[config.mk]
export PLATFORM = sky130hd
export DESIGN_NAME = c17_stim_sequencer
export DESIGN_NICKNAME = d
export VERILOG_FILES = /design/src/rtl/c17_seq_pkg.sv /design/src/rtl/c17_golden.sv /design/src/rtl/c17_stim_sequencer.sv
export SDC_FILE = /design/constraint.sdc
export NUM_CORES = 1
export LEC_CHECK = 0
export ABC_AREA = 1
export CORE_MARGIN = 1
export CORE_UTILIZATION = 60
export DETAILED_ROUTE_END_ITERATION = 7
export PLACE_DENSITY = 0.79
export SLEW_MARGIN = 0
export SYNTH_ARGS = -nofsm -noshare
export SYNTH_HDL_FRONTEND = slang
export SYNTH_SLANG_ARGS = --single-unit
[constraint.sdc]
create_clock -name clk -period 5.1 [get_ports clk]
set_input_delay 1.02 -clock clk [delete_from_list [all_inputs] [get_ports clk]]
set_output_delay 1.02 -clock clk [all_outputs]
set_load 0.05 [all_outputs]
[src/rtl/c17_seq_pkg.sv]
// rtl/c17_seq_pkg.sv - shared types and defaults for the c17 stimulus sequencer
package c17_seq_pkg;

   localparam int DEPTH_DEF  = 16;
   localparam int HOLD_W_DEF = 8;
   // The stored hold field is sized for the widest supported HOLD_W; narrower
   // configurations zero-extend on write so the counter logic stays uniform.
   localparam int HOLD_W_MAX = 16;

   typedef enum logic [1:0] {
      S_IDLE   = 2'd0,
      S_DRIVE  = 2'd1,
      S_SAMPLE = 2'd2,
      S_DONE   = 2'd3
   } state_t;

   typedef struct packed {
      logic [4:0]            vec;
      logic [HOLD_W_MAX-1:0] hold;
   } entry_t;

endpackage

[src/rtl/c17_golden.sv]
// rtl/c17_golden.sv - combinational c17 reference, vector in, {N23,N22} out
module c17_golden (
   input  logic [4:0] vec,
   output logic [1:0] golden
);

   logic n1, n2, n3, n6, n7;
   logic n10, n11, n16, n19, n22, n23;

   assign {n7, n6, n3, n2, n1} = vec;

   // six-NAND c17 netlist
   always_comb begin
      n10    = ~(n1 & n3);
      n11    = ~(n3 & n6);
      n16    = ~(n2 & n11);
      n19    = ~(n11 & n7);
      n22    = ~(n10 & n16);
      n23    = ~(n16 & n19);
      golden = {n23, n22};
   end

endmodule

[src/rtl/c17_stim_sequencer.sv]
// rtl/c17_stim_sequencer.sv - table-driven c17 stimulus sequencer with sampled compare
module c17_stim_sequencer
   import c17_seq_pkg::*;
#(
   parameter  int DEPTH  = DEPTH_DEF,
   parameter  int HOLD_W = HOLD_W_DEF,
   localparam int AW     = $clog2(DEPTH),
   localparam int LW     = AW + 1
) (
   input  logic              clk,
   input  logic              rst,
   input  logic              wr_en,
   input  logic [AW-1:0]     wr_addr,
   input  logic [4:0]        wr_vec,
   input  logic [HOLD_W-1:0] wr_hold,
   input  logic              start,
   input  logic [LW-1:0]     start_len,
   input  logic              abort,
   input  logic [1:0]        dut_out,
   output logic [4:0]        stim,
   output logic              busy,
   output logic              done,
   output logic [LW-1:0]     mismatch_cnt,
   output logic [AW-1:0]     first_err_idx,
   output logic              err
);

   state_t                state, state_nx;
   entry_t                vec_tab [DEPTH];
   logic [AW-1:0]         idx, idx_nx;
   logic [LW-1:0]         len_q;
   logic [HOLD_W_MAX-1:0] hold_cnt;
   logic [1:0]            golden;
   logic                  start_ok, more, mism, wr_ok;

   c17_golden u_golden (
      .vec    (stim),
      .golden (golden)
   );

   assign start_ok = start && (start_len != '0) && (start_len <= LW'(DEPTH));
   assign idx_nx   = idx + AW'(1);
   assign more     = ({1'b0, idx} + LW'(1)) < len_q;
   assign mism     = (dut_out != golden);
   assign wr_ok    = wr_en && ((state == S_IDLE) || (state == S_DONE));

   // vector table: writable only while no run is using it, never reset
   always_ff @(posedge clk) begin
      if (wr_ok) begin
         vec_tab[wr_addr] <= '{vec: wr_vec, hold: HOLD_W_MAX'(wr_hold)};
      end
   end

   // state register
   always_ff @(posedge clk or posedge rst) begin
      if (rst) state <= S_IDLE;
      else     state <= state_nx;
   end

   // next-state decode; abort wins over every other transition in a run
   always_comb begin
      state_nx = state;
      case (state)
         S_IDLE:   if (start_ok) state_nx = S_DRIVE;
         S_DRIVE: begin
            if (abort)                 state_nx = S_DONE;
            else if (hold_cnt == '0)   state_nx = S_SAMPLE;
         end
         S_SAMPLE: begin
            if (abort)     state_nx = S_DONE;
            else if (more) state_nx = S_DRIVE;
            else           state_nx = S_DONE;
         end
         S_DONE:   state_nx = S_IDLE;
         default:  state_nx = S_IDLE;
      endcase
   end

   // status outputs decoded straight from state so reset clears them at once
   always_comb begin
      busy = (state == S_DRIVE) || (state == S_SAMPLE);
      done = (state == S_DONE);
   end

   // run datapath: entry index, hold countdown, driven vector and error record
   always_ff @(posedge clk or posedge rst) begin
      if (rst) begin
         stim          <= '0;
         idx           <= '0;
         len_q         <= '0;
         hold_cnt      <= '0;
         mismatch_cnt  <= '0;
         first_err_idx <= '0;
         err           <= 1'b0;
      end else begin
         case (state)
            S_IDLE: begin
               if (start_ok) begin
                  idx           <= '0;
                  len_q         <= start_len;
                  stim          <= vec_tab[0].vec;
                  hold_cnt      <= vec_tab[0].hold;
                  mismatch_cnt  <= '0;
                  first_err_idx <= '0;
                  err           <= 1'b0;
               end
            end
            S_DRIVE: begin
               if (!abort && (hold_cnt != '0)) hold_cnt <= hold_cnt - HOLD_W_MAX'(1);
            end
            S_SAMPLE: begin
               if (!abort) begin
                  if (mism) begin
                     if (mismatch_cnt != '1) mismatch_cnt <= mismatch_cnt + LW'(1);
                     if (!err) first_err_idx <= idx;
                     err <= 1'b1;
                  end
                  if (more) begin
                     idx      <= idx_nx;
                     stim     <= vec_tab[idx_nx].vec;
                     hold_cnt <= vec_tab[idx_nx].hold;
                  end
               end
            end
            default: ;
         endcase
      end
   end

endmodule

---- Word level (Yosys, flattened, before mapping) ----
Memory sizes are Yosys's and may differ from the RTL's.
Cells that the tools add are included.
word-level totals
  output and inout bits ................... 17
  word-level logic and storage cells ...... 94
  memory bits (writable) .................. 208
  memories kept ........................... 1
  register bits ........................... 42
cells by class
  magnitude comparators ................... 2
  bitwise logic cells ..................... 12
  $add $sub $neg .......................... 4
  equality and inequality tests ........... 13
  multiplexer cells ....................... 34
  reduce and logical (&&, ||, !) cells .... 20
memories
  memory   words  width  rd ports  clocked after Yosys merged registers in  wr ports  RTL line                  RTL
  vec_tab  16     13     2         0                                        1         c17_stim_sequencer.sv:29  entry_t vec_tab [DEPTH];
operators with widths
  cell                     count
  $mux W16                 4
  $pmux W16 S3             1
  $mux W5                  7
  $mux W4                  6
  $pmux W5 S2              2
  $logic_not A16 Y1        1
  $pmux W4 S2              2
  $reduce_bool A16 Y1      1
  $sub A16 B1 Y16 const B  1
  $reduce_and A5 Y1        3
  $mux W2                  5
  $ne A2 B2 Y1 const B     5
  $pmux W2 S4              1
  $reduce_and A4 Y1        2
  $and A1 B1 Y1            6
  $not A1 Y1               6
  $add A4 B1 Y5 const B    1
  $add A5 B1 Y5 const B    1
  $le A5 B5 Y1 const B     1
  $lt A5 B5 Y1             1
  $mux W1                  5
  $ne A5 B5 Y1 const B     1
  $reduce_bool A5 Y1       1
  $add A4 B1 Y4 const B    1
  other kinds (13)         20

---- Logic depth before layout (Yosys ltp) ----
  word-level depth ........................ 10
  gate-level depth with buffers ........... 16

---- Hierarchy ----
Synthesis repeated with hierarchy kept, for this count alone.
second synthesis, totals
  cells, all modules ...................... 1124
  area, all modules ....................... 11239.5 um^2
by module, submodules not included
  module              instances  area each (um^2)  cells each
  c17_stim_sequencer  1          11195.7           1115
  c17_golden          1          43.8              9

---- Least setup slack after synthesis ----
Ideal clock, no wire load.
  kind .................................... register to register
  start point ............................. register state[0]
  end point ............................... memory vec_tab[0][0] (netlist bit), enable pin
  setup slack ............................. 2.555 ns
  stages on the path, launching flop included .. 7
  library setup time ...................... 0.382 ns
  data required time ...................... 4.718 ns
  period minus slack after synthesis ...... 2.545 ns
  arrival time ............................ 2.163 ns
  cells stage by stage .................... dfrtp_1 > inv_1 > ha_1 > clkbuf_1 > nor2_1 > nand3_1 > nor2_1
on the way
  cells in the longest elaborated chain, start to end .. 5
  elaborated cells on any way between the ends .. 6
  classes of those cells .................. eq/ne: 1; mux: 2; reduce/logical: 3
RTL lines
  item                                              RTL line                  RTL
  start, declared                                   c17_stim_sequencer.sv:28  state_t state, state_nx;
  start signal, assigned                            c17_stim_sequencer.sv:57  else state <= state_nx;
  $eq A2 B2 Y1 or $logic_not A2 Y1 (tied branches)  c17_stim_sequencer.sv:45  assign wr_ok = wr_en && ((state == S_IDLE) || (state == S_DONE));
  $logic_or A1 B1 Y1 (*)                            c17_stim_sequencer.sv:45
  $logic_and A1 B1 Y1 (*)                           c17_stim_sequencer.sv:45
  $mux W1 (*)                                       c17_stim_sequencer.sv:49  if (wr_ok) begin
  $mux W1 (implied by the code) (*)                 c17_stim_sequencer.sv:50  vec_tab[wr_addr] <= '{vec: wr_vec, hold: HOLD_W_MAX'(wr_hold)};
  end, declared                                     c17_stim_sequencer.sv:29
Every way passes the cells marked *; elsewhere a longest branch is shown, timed or not.

---- Worst setup path after layout ----
  start point ............................. register state[0]
  end point ............................... output busy
on the way
  cells in the longest elaborated chain, start to end .. 2
  elaborated cells on any way between the ends .. 3
  classes of those cells .................. eq/ne: 2; reduce/logical: 1
RTL lines
  item                                          RTL line                  RTL
  $eq A2 B1 Y1 or $eq A2 B2 Y1 (tied branches)  c17_stim_sequencer.sv:81  busy = (state == S_DRIVE) || (state == S_SAMPLE);
  $logic_or A1 B1 Y1 (*)                        c17_stim_sequencer.sv:81
  end, declared                                 c17_stim_sequencer.sv:21  output logic busy,
Marked as above.

==> results.tsv <==
stage	metric	value	unit
status	outcome	complete, no violations	
grt	pin count of the biggest net entering global routing	107	
synthesis	register bit total from synthesis	250	
clock_tree	# hold bufs at CTS	0	
route	WL met2	12400	um
setup_path	reg2reg end	vec_tab[11][2]	
synthesis	Post-synth top flop	edfxtp_1	
setup_path	Required @ worst endpoint	4.08	ns
timing	final setup vio count	0	
die	core area	18200	um^2
setup_path	delay of the slowest cell on the worst path	0.92	ns
final_layout	layout cells sized above 1	0.0616	
clock_tree	H-Tree Depth	1	
clock_tree	CTS tree	yes	
die	starting density of the core	0.622	
timing	fin crit share	0.728	
synthesis	Mapped Avg Cell Area	9.97	um^2
synthesis	sequential element share of the synthesized area	0.644	
clock_tree	Setup Fix Bufs, Post-CTS	0	
synthesis	cell area after synthesis	11300	um^2
synthesis	syn nets	1178	
pwr	VDD IR max	0.368	mV
final_layout	most frequent cells in the layout	nand2_1, edfxtp_1, nor2_1, nand3_1, inv_1	
final_layout	ANT cells	0	
timing	Max-slew headroom	0.155	
setup_path	Setup CP Type	register to primary output	
timing	FMAX	0.269	GHz
clock_tree	CTS Sinks	250	
timing	clock skew	0.0210	ns
die	die area	19400	um^2
setup_path	crit path to	busy	
pwr	Leakage	5.09	nW
placed_design	Routability Congestion	0.860	
synthesis	library cells used by synthesis	35	
route	wire length on met1	10700	um
die	I/O Pins	46	
timing	Final Hold Slack	0.475	ns
clock_tree	CTS resizes	0	
route	WL/cell	18.4	um
final_layout	commonest non-fill, non-tap cell in the layout	nand2_1	
route	drt total wl	26100	um
clock_tree	Root Buffer	clkbuf_16	
placed_design	Detailed Place HPWL	15900	um
setup_path	worst r2r path cells	5	
grt	vias in the first global route	7625	
route	Detail Route Antenna Nets	0	
final_layout	# fillers	1296	
grt	GRT Total Usage	0.275	
timing	Setup TNS	0	ns
setup_path	delay-heaviest family, CP	buffers and inverters	
synthesis	Yosys warnings	0	
route	Vias/cell	5.78	
clock_tree	CTS buffer count	26	
final_layout	P&R area growth vs syn	12.4	%
timing	Pins Over Slew Limit	0	
setup_path	Setup crit start	state[0]	
grt	first-pass GRT wire length	41000	um
die	Die Span Y	139	um
clock_tree	clock-pin slew on the worst setup and hold paths	0.06	ns
grt	initial antenna violation count	0	
setup_path	FF-to-FF setup slack	1.76	ns
run	Max Cap Viol	0	
setup_path	Max FO, Critical Path	19	
hold_path	Min-Delay Path Class	register to register	
final_layout	nets@finish	1208	
die	Die X	139	um
placed_design	port bufs	45	
timing	worst slew pin tran	1.26	ns
clock_tree	clk_lat worst skew	0.55	ns
die	Rows	49	
route	detailed-router iteration count before antenna repair	6	
route	Vias	8185	
setup_path	Worst path depth	3	
clock_tree	clk buf depth	3	
synthesis	asr flop ratio synth	0.168	
setup_path	crit path DAT	2.69	ns
route	DR iter-0 viols	831	
route	Post-route DRC	0	
synthesis	Mapped Cells	1137	
route	max layer used	met4	
pwr	PwrDens	585	nW/um^2
synthesis	EDFF count, synth	208	
timing	Final Hold Vio Count	0	
setup_path	launch point of the worst reg-to-reg path	state[0]	
setup_path	Setup crit end kind	primary output	
setup_path	CP max stage cell	clkdlybuf4s50_1	
grt	global route total overflow	0	
timing	RSZ-0062 raised after global routing	no	
setup_path	critical-path cell list	inv_1 > ha_1 > clkdlybuf4s50_1	
setup_path	Worst Path Buf+Inv	2	
setup_path	startpoint types	register	
timing	fin crit period	3.71	ns
route	met3 wire length	1770	um
-- final cells by class --
type,count,area [um^2],area share
clock buffers,33,697,0.0547
well taps,229,287,0.0225
multi-input cells,753,3460,0.272
flip-flops and latches,250,7300,0.573
clock inverters,14,168,0.0132
inverters,84,315,0.0248
repair buffers,52,503,0.0395
-- worst min-delay path, delay by kind of cell, from the launching register on --
kind	cells	cell delay (ns)
simple gates	2	0.10
flops	1	0.34
-- kinds of logic (layout without fill, tap and decap cells) --
kind of cell             Yosys count  after routing  share of synthesized area
XOR/XNOR                           6              6                    0.00596
multiplexers                       1              1                   0.000994
buffers and inverters            134            183                     0.0507
flip-flops                       250            250                      0.644
AND/OR/NAND/NOR                  621            621                      0.229
adder cells (fa/ha/maj)           12             12                     0.0132
AO/OA/AOI/OAI                    113            113                     0.0563
-- stage by stage --
stage	total power, W	util	cell area, um^2	instances	setup slack [ns]
final	0.00745	0.699	12700	1415	1.39
after global routing	0.00789	0.699	12700	1415	1.27
after CTS	0.00742	0.699	12700	1415	1.43
after detailed placement	0.00552	0.652	11900	1368	1.56
after global placement	0.00545	0.652	11900	1368	1.58
after floorplan	0.00482	-	11300	1137	2.56
-- routing by layer --
layer	track usage	vias up
li1	-	3875
met1	0.367	3839
met2	0.454	389
met3	0.0327	82
met4	0.131	0
met5	0	-
-- worst min-delay path by stage --
stage / slack, ns / to / cells past startpoint / startpoint
floorplan: 0.46 / hold_cnt[0] / 2 / hold_cnt[0]
global placement: 0.46 / first_err_idx[3] / 2 / first_err_idx[3]
detailed placement: 0.47 / first_err_idx[2] / 2 / first_err_idx[2]
CTS: 0.48 / first_err_idx[2] / 2 / first_err_idx[2]
global route: 0.51 / first_err_idx[3] / 2 / first_err_idx[3]
finish: 0.47 / first_err_idx[2] / 2 / first_err_idx[2]
-- synth_stat cells (5+ instances only) --
cell type / n / area share
nand2_1: 332 / 0.11
edfxtp_1: 208 / 0.55
nor2_1: 148 / 0.049
nand3_1: 105 / 0.046
inv_1: 80 / 0.026
o21ai_0: 56 / 0.025
dfrtp_1: 42 / 0.093
o211ai_1: 21 / 0.014
clkbuf_1: 18 / 0.0060
o21ai_1: 16 / 0.0071
buf_2: 15 / 0.0066
a21oi_1: 13 / 0.0057
ha_1: 12 / 0.013
nand4_1: 12 / 0.0066
buf_4: 8 / 0.0053
nand3_2: 7 / 0.0062
buf_1: 6 / 0.0020
nor3b_1: 5 / 0.0033
or2_2: 5 / 0.0028
-- flip-flops by register name, summed over array words and instances, names as in the netlist --
signal         flops
err                1
first_err_idx      4
hold_cnt          16
idx                4
len_q              5
mismatch_cnt       5
state              2
stim               5
vec_tab          208
-- where the power goes --
group | switching, W | internal (W)
clock | 0.000775 | 0.00112
sequential | 0.000113 | 0.00238
combinational | 0.00215 | 0.000904
total | 0.00304 | 0.00441
Power figures use the tool's default switching activity.
==> variant 1 (same settings) <==
The package constant `DEPTH_DEF` goes from 16 to 8.
--- a/src/rtl/c17_seq_pkg.sv
+++ b/src/rtl/c17_seq_pkg.sv
@@ -3,3 +3,3 @@
 
-   localparam int DEPTH_DEF  = 16;
+   localparam int DEPTH_DEF  = 8;
    localparam int HOLD_W_DEF = 8;
Ports: changed (resized first_err_idx, mismatch_cnt, start_len and wr_addr); port bits go from 46 to 42. The function was not compared with the original's and may differ.
==> variant 1 against the unedited design <==
- synthesized area is 40% lower
- register-to-register slack hardly changed
- clock power is 39% lower
- sequential cell count is 108 lower
- non-clock buffer count is 9 lower
- power is 41% lower
- highest routed layer unchanged
- global-route usage is 0.74 points lower
- cell area is 39% lower
- wire length is 46% lower
- setup slack better by 0.21 ns
- utilization is 1.4 points higher
==> variant 1: results (changes against the unedited design) <==
Final layout
  – Biggest regs: vec_tab (104), hold_cnt (16), stim (5) (was vec_tab (208), hold_cnt (16))
  – Fillers: 828 (was 1296)

Clocking
  – Clk_lat worst skew: 0.42 ns (was 0.55 ns)
  – CTS Buf Count: 17 (was 26)
  – CTS Buffer Depth: 2 (was 3)
  – CTS H-Tree Depth: 4 (was 1)

Placement
  – RD Place Congestion: 0.8600 (was 0.8602)
  – Area after DPL: 7256 sq um (was 11870 sq um)
  – DP Cell Count: 910 (was 1368)
  – Port-buffer cells: 41 (was 45)
  – Dpl hpwl: 9214 um (was 15890 um)

Synth
  – Yosys cell types: 29 (was 35)
  – Largest cells by area after synthesis: edfxtp_1 46%, nand2_1 14%, dfrtp_1 14% (was edfxtp_1 55%, nand2_1 11%, dfrtp_1 9.3%)
  – Multiplexer share of the synthesized area: 0.1661% (was 0.09936%)
  – FFs w/ async S/R, synth: 26.76% (was 16.80%)
  – Post-synthesis xor/xnor area fraction: 1.292% (was 0.5962%)
  – Dominant register cell in the synthesized netlist: edfxtp_1 (unchanged)
  – Synth Area in Compound Gates: 6.219% (was 5.630%)
  – Post-synth top cells: 255 x nand2_1, 104 x edfxtp_1, 97 x nor2_1, 71 x inv_1, 55 x o21ai_0 (was 332 x nand2_1, 208 x edfxtp_1, 148 x nor2_1, 105 x nand3_1, 80 x inv_1)
  – Syn nets: 787 (was 1178)
  – Post-synth EDFFs: 104 (was 208)
  – Post-Syn Instances: 750 (was 1137)
  – Sequential share of the synthesized area: 60.08% (was 64.39%)
  – Post-Synth Adder-Cell Area: 1.845% (was 1.325%)

Global routing
  – Largest net degree at the start of global routing: 47 (was 107)
  – First-pass GRT wire length: 23150 um (was 40960 um)
  – Vias in the first global route: 4925 (was 7625)

Drt
  – Met2 wire length: 6997 um (was 12360 um)
  – Vias: 5039 (was 8185)
  – DRT met1 WL: 6033 um (was 10710 um)
  – Drt first-iter violations: 362 (was 831)
  – Routed wire length: 14160 um (was 26060 um)

STA
  – Clock Skews: 0.008670 ns (was 0.02104 ns)

Power and ir drop
  – VDD IR max: 0.4858 mV (was 0.3680 mV)
  – Leak: 0.003446 uW (was 0.005086 uW)

Setup path
  – Crit path max fanout: 12 (was 19)
  – Highest cell delay on the worst timing path: 0.90 ns (was 0.92 ns)

Outcome
  – Status: complete, no violations (unchanged)
==> variant 1: changes by cell type after synthesis, sizes merged, moves of 11 or more <==
| cell | before | now |
|---|---|---|
| buf | 32 | 16 |
| o211ai | 21 | 3 |
| o21ai | 72 | 56 |
| edfxtp | 208 | 104 |
| nor2 | 151 | 101 |
| clkbuf | 18 | 7 |
| nand2 | 336 | 257 |
| nand3 | 112 | 40 |
==> variant 1: worst paths after layout <==
| kind | startpoint | to | slack [ns] | cells past startpoint |
|---|---|---|---|---|
| max in group asynchronous | rst | idx[0]$_DFFE_PP0P_ | 3.71 | 3 |
| min in group asynchronous | rst | hold_cnt[6]$_DFFE_PP0P_ | 1.03 | 3 |
| worst max register to register | idx[0]$_DFFE_PP0P_ | hold_cnt[0]$_DFFE_PP0P_ | 1.76 | 11 |
| worst min-delay path | hold_cnt[1]$_DFFE_PP0P_ | hold_cnt[1]$_DFFE_PP0P_ | 0.49 | 2 |
| worst max-delay path | state[0]$_DFFE_PP0P_ | busy | 1.60 | 3 |
| worst min register to register | hold_cnt[1]$_DFFE_PP0P_ | hold_cnt[1]$_DFFE_PP0P_ | 0.49 | 2 |
==> variant 1: final cells by class <==
cell class                 instances  area (sq um)  share of cell area (%)
clock buffer                      19         432.9                   5.548
clock inverter                    13         113.9                   1.459
inverter                          76         285.3                   3.656
multi-input combinational        509          2295                   29.41
sequential                       142          4075                   52.23
tap                              140         175.2                   2.245
timing repair buffer              43         425.4                   5.452
==> variant 1: routing by layer <==
metal  vias up  global-route usage [%]
li1       2502                       -
met1      2335                   34.17
met2       169                   44.27
met3        33                   6.450
met4         0                   10.81
met5         -                       0
==> variant 1: report_power, final <==
group / switching [uW] / internal (uW)
registers: 118 / 1390
clock network: 480 / 670
logic: 1210 / 552
total: 1810 / 2610
==> variant 2 (same flow settings) <==
Made on the original files. Re-encode `state_t` (4 states) as one-hot, 4 bits wide.
--- a/src/rtl/c17_seq_pkg.sv
+++ b/src/rtl/c17_seq_pkg.sv
@@ -9,7 +9,7 @@
 
-   typedef enum logic [1:0] {
-      S_IDLE   = 2'd0,
-      S_DRIVE  = 2'd1,
-      S_SAMPLE = 2'd2,
-      S_DONE   = 2'd3
+   typedef enum logic [3:0] {
+      S_IDLE   = 4'b0001,
+      S_DRIVE  = 4'b0010,
+      S_SAMPLE = 4'b0100,
+      S_DONE   = 4'b1000
    } state_t;
Behaviour: same outputs for any inputs over 4 cycles, from zero or initial values and one cycle with rst high; so few cycles prove little.
==> variant 2 against the unedited design <==
- the flow now finishes with violations (design-rule violations)
- cell area fell by 1.1%
- wire length up 1.6%
- setup slack improved by 0.058 ns
- synthesized area fell by 0.59%
- utilization decreased by 0.76 points
- cell count fell by 1.1%
- sequential cell count increased by 2
- critical path type unchanged
Power is not compared: it rests on default switching activity, and its combinational part moved more than twofold at a synthesized area within 25%.
==> variant 2: results (changes against the unedited design) <==
Outcome
  – Status: finished with violations (was complete, no violations)
  – Failing checks: design-rule violations

Drt
  – Number of remaining DRC errors: 4 (was 0)
  – Routed wire length: 26480 um (was 26060 um)
  – DRT Pass-1 Iters: 8 (was 6)
  – Detail-routed via count per cell: 5.780 (was 5.784)

Global routing
  – Vias in the first global route: 7575 (was 7625)
  – M2 GR Usage: 45.75% (was 45.41%)
  – Initial antenna violation count: 1 (was 0)
  – GR Layer Usage met3: 5.283% (was 3.269%)
  – GRT Total Usage: 27.86% (was 27.53%)

Synth
  – Largest cells by area after synthesis: edfxtp_1 55%, nand2_1 10%, dfrtp_1 9.6% (was edfxtp_1 55%, nand2_1 11%, dfrtp_1 9.3%)
  – Multiplexer share of the synthesized area: 0.09994% (was 0.09936%)
  – Syn_area_per_cell: 10.03 sq um (was 9.968 sq um)
  – FFs w/ async S/R, synth: 17.46% (was 16.80%)
  – Yosys cell types: 37 (was 35)
  – Post-synth top cells: 305 x nand2_1, 208 x edfxtp_1, 125 x nand3_1, 122 x nor2_1, 103 x inv_1 (was 332 x nand2_1, 208 x edfxtp_1, 148 x nor2_1, 105 x nand3_1, 80 x inv_1)

Setup path
  – Worst path bufs/invs: 1 (was 2)
  – Highest cell delay on the worst timing path: 0.87 ns (was 0.92 ns)
  – Worst R2R Start: idx[0]$_DFFE_PP0P_ (was state[0]$_DFFE_PP0P_)
  – Reg2reg end: hold_cnt[1]$_DFFE_PP0P_ (was vec_tab[11][2]$_DFFE_PP_)

STA
  – Clock Skews: 0.01853 ns (was 0.02104 ns)

Placement
  – Dpl hpwl: 16520 um (was 15890 um)
  – RD Place Congestion: 0.8815 (was 0.8602)

Final layout
  – Final Non-Filler Cells: 1399 (was 1415)
  – Layout cells sized above 1: 5.470% (was 6.155%)
==> variant 2: metal layers <==
layer  part of all wire [%]  routed length [um]  vias up
li1                       -                   -     3808
met1                     38               10030     3772
met2                     48               12650      419
met3                    9.2                2440       87
met4                    5.1                1353        0
met5                      0                   0        -
==> variant 2: cell type report <==
cell class,count,area (sq um)
Multi-Input combinational cell,708,3253
Fill cell,1301,5613
Tap cell,229,286.5
Clock inverter,15,136.4
Clock buffer,31,648.1
Inverter,113,424.2
Sequential cell,252,7352
Timing Repair Buffer,51,495.5
==> variant 2: where the power goes <==
group          internal, uW  switching [uW]
Clock                  1010             765
Combinational           227             542
Sequential             2360            70.6
Total                  3590            1380
==> variant 2: stage by stage <==
| stage | area (sq um) | hold WS, ns |
|---|---|---|
| after floorplan | 11270 | 0.4580 |
| after global placement | 11810 | 0.4906 |
| after detailed placement | 11810 | 0.4894 |
| after CTS | 12600 | 0.5043 |
| after global routing | 12600 | 0.5264 |
| final | 12600 | 0.5081 |
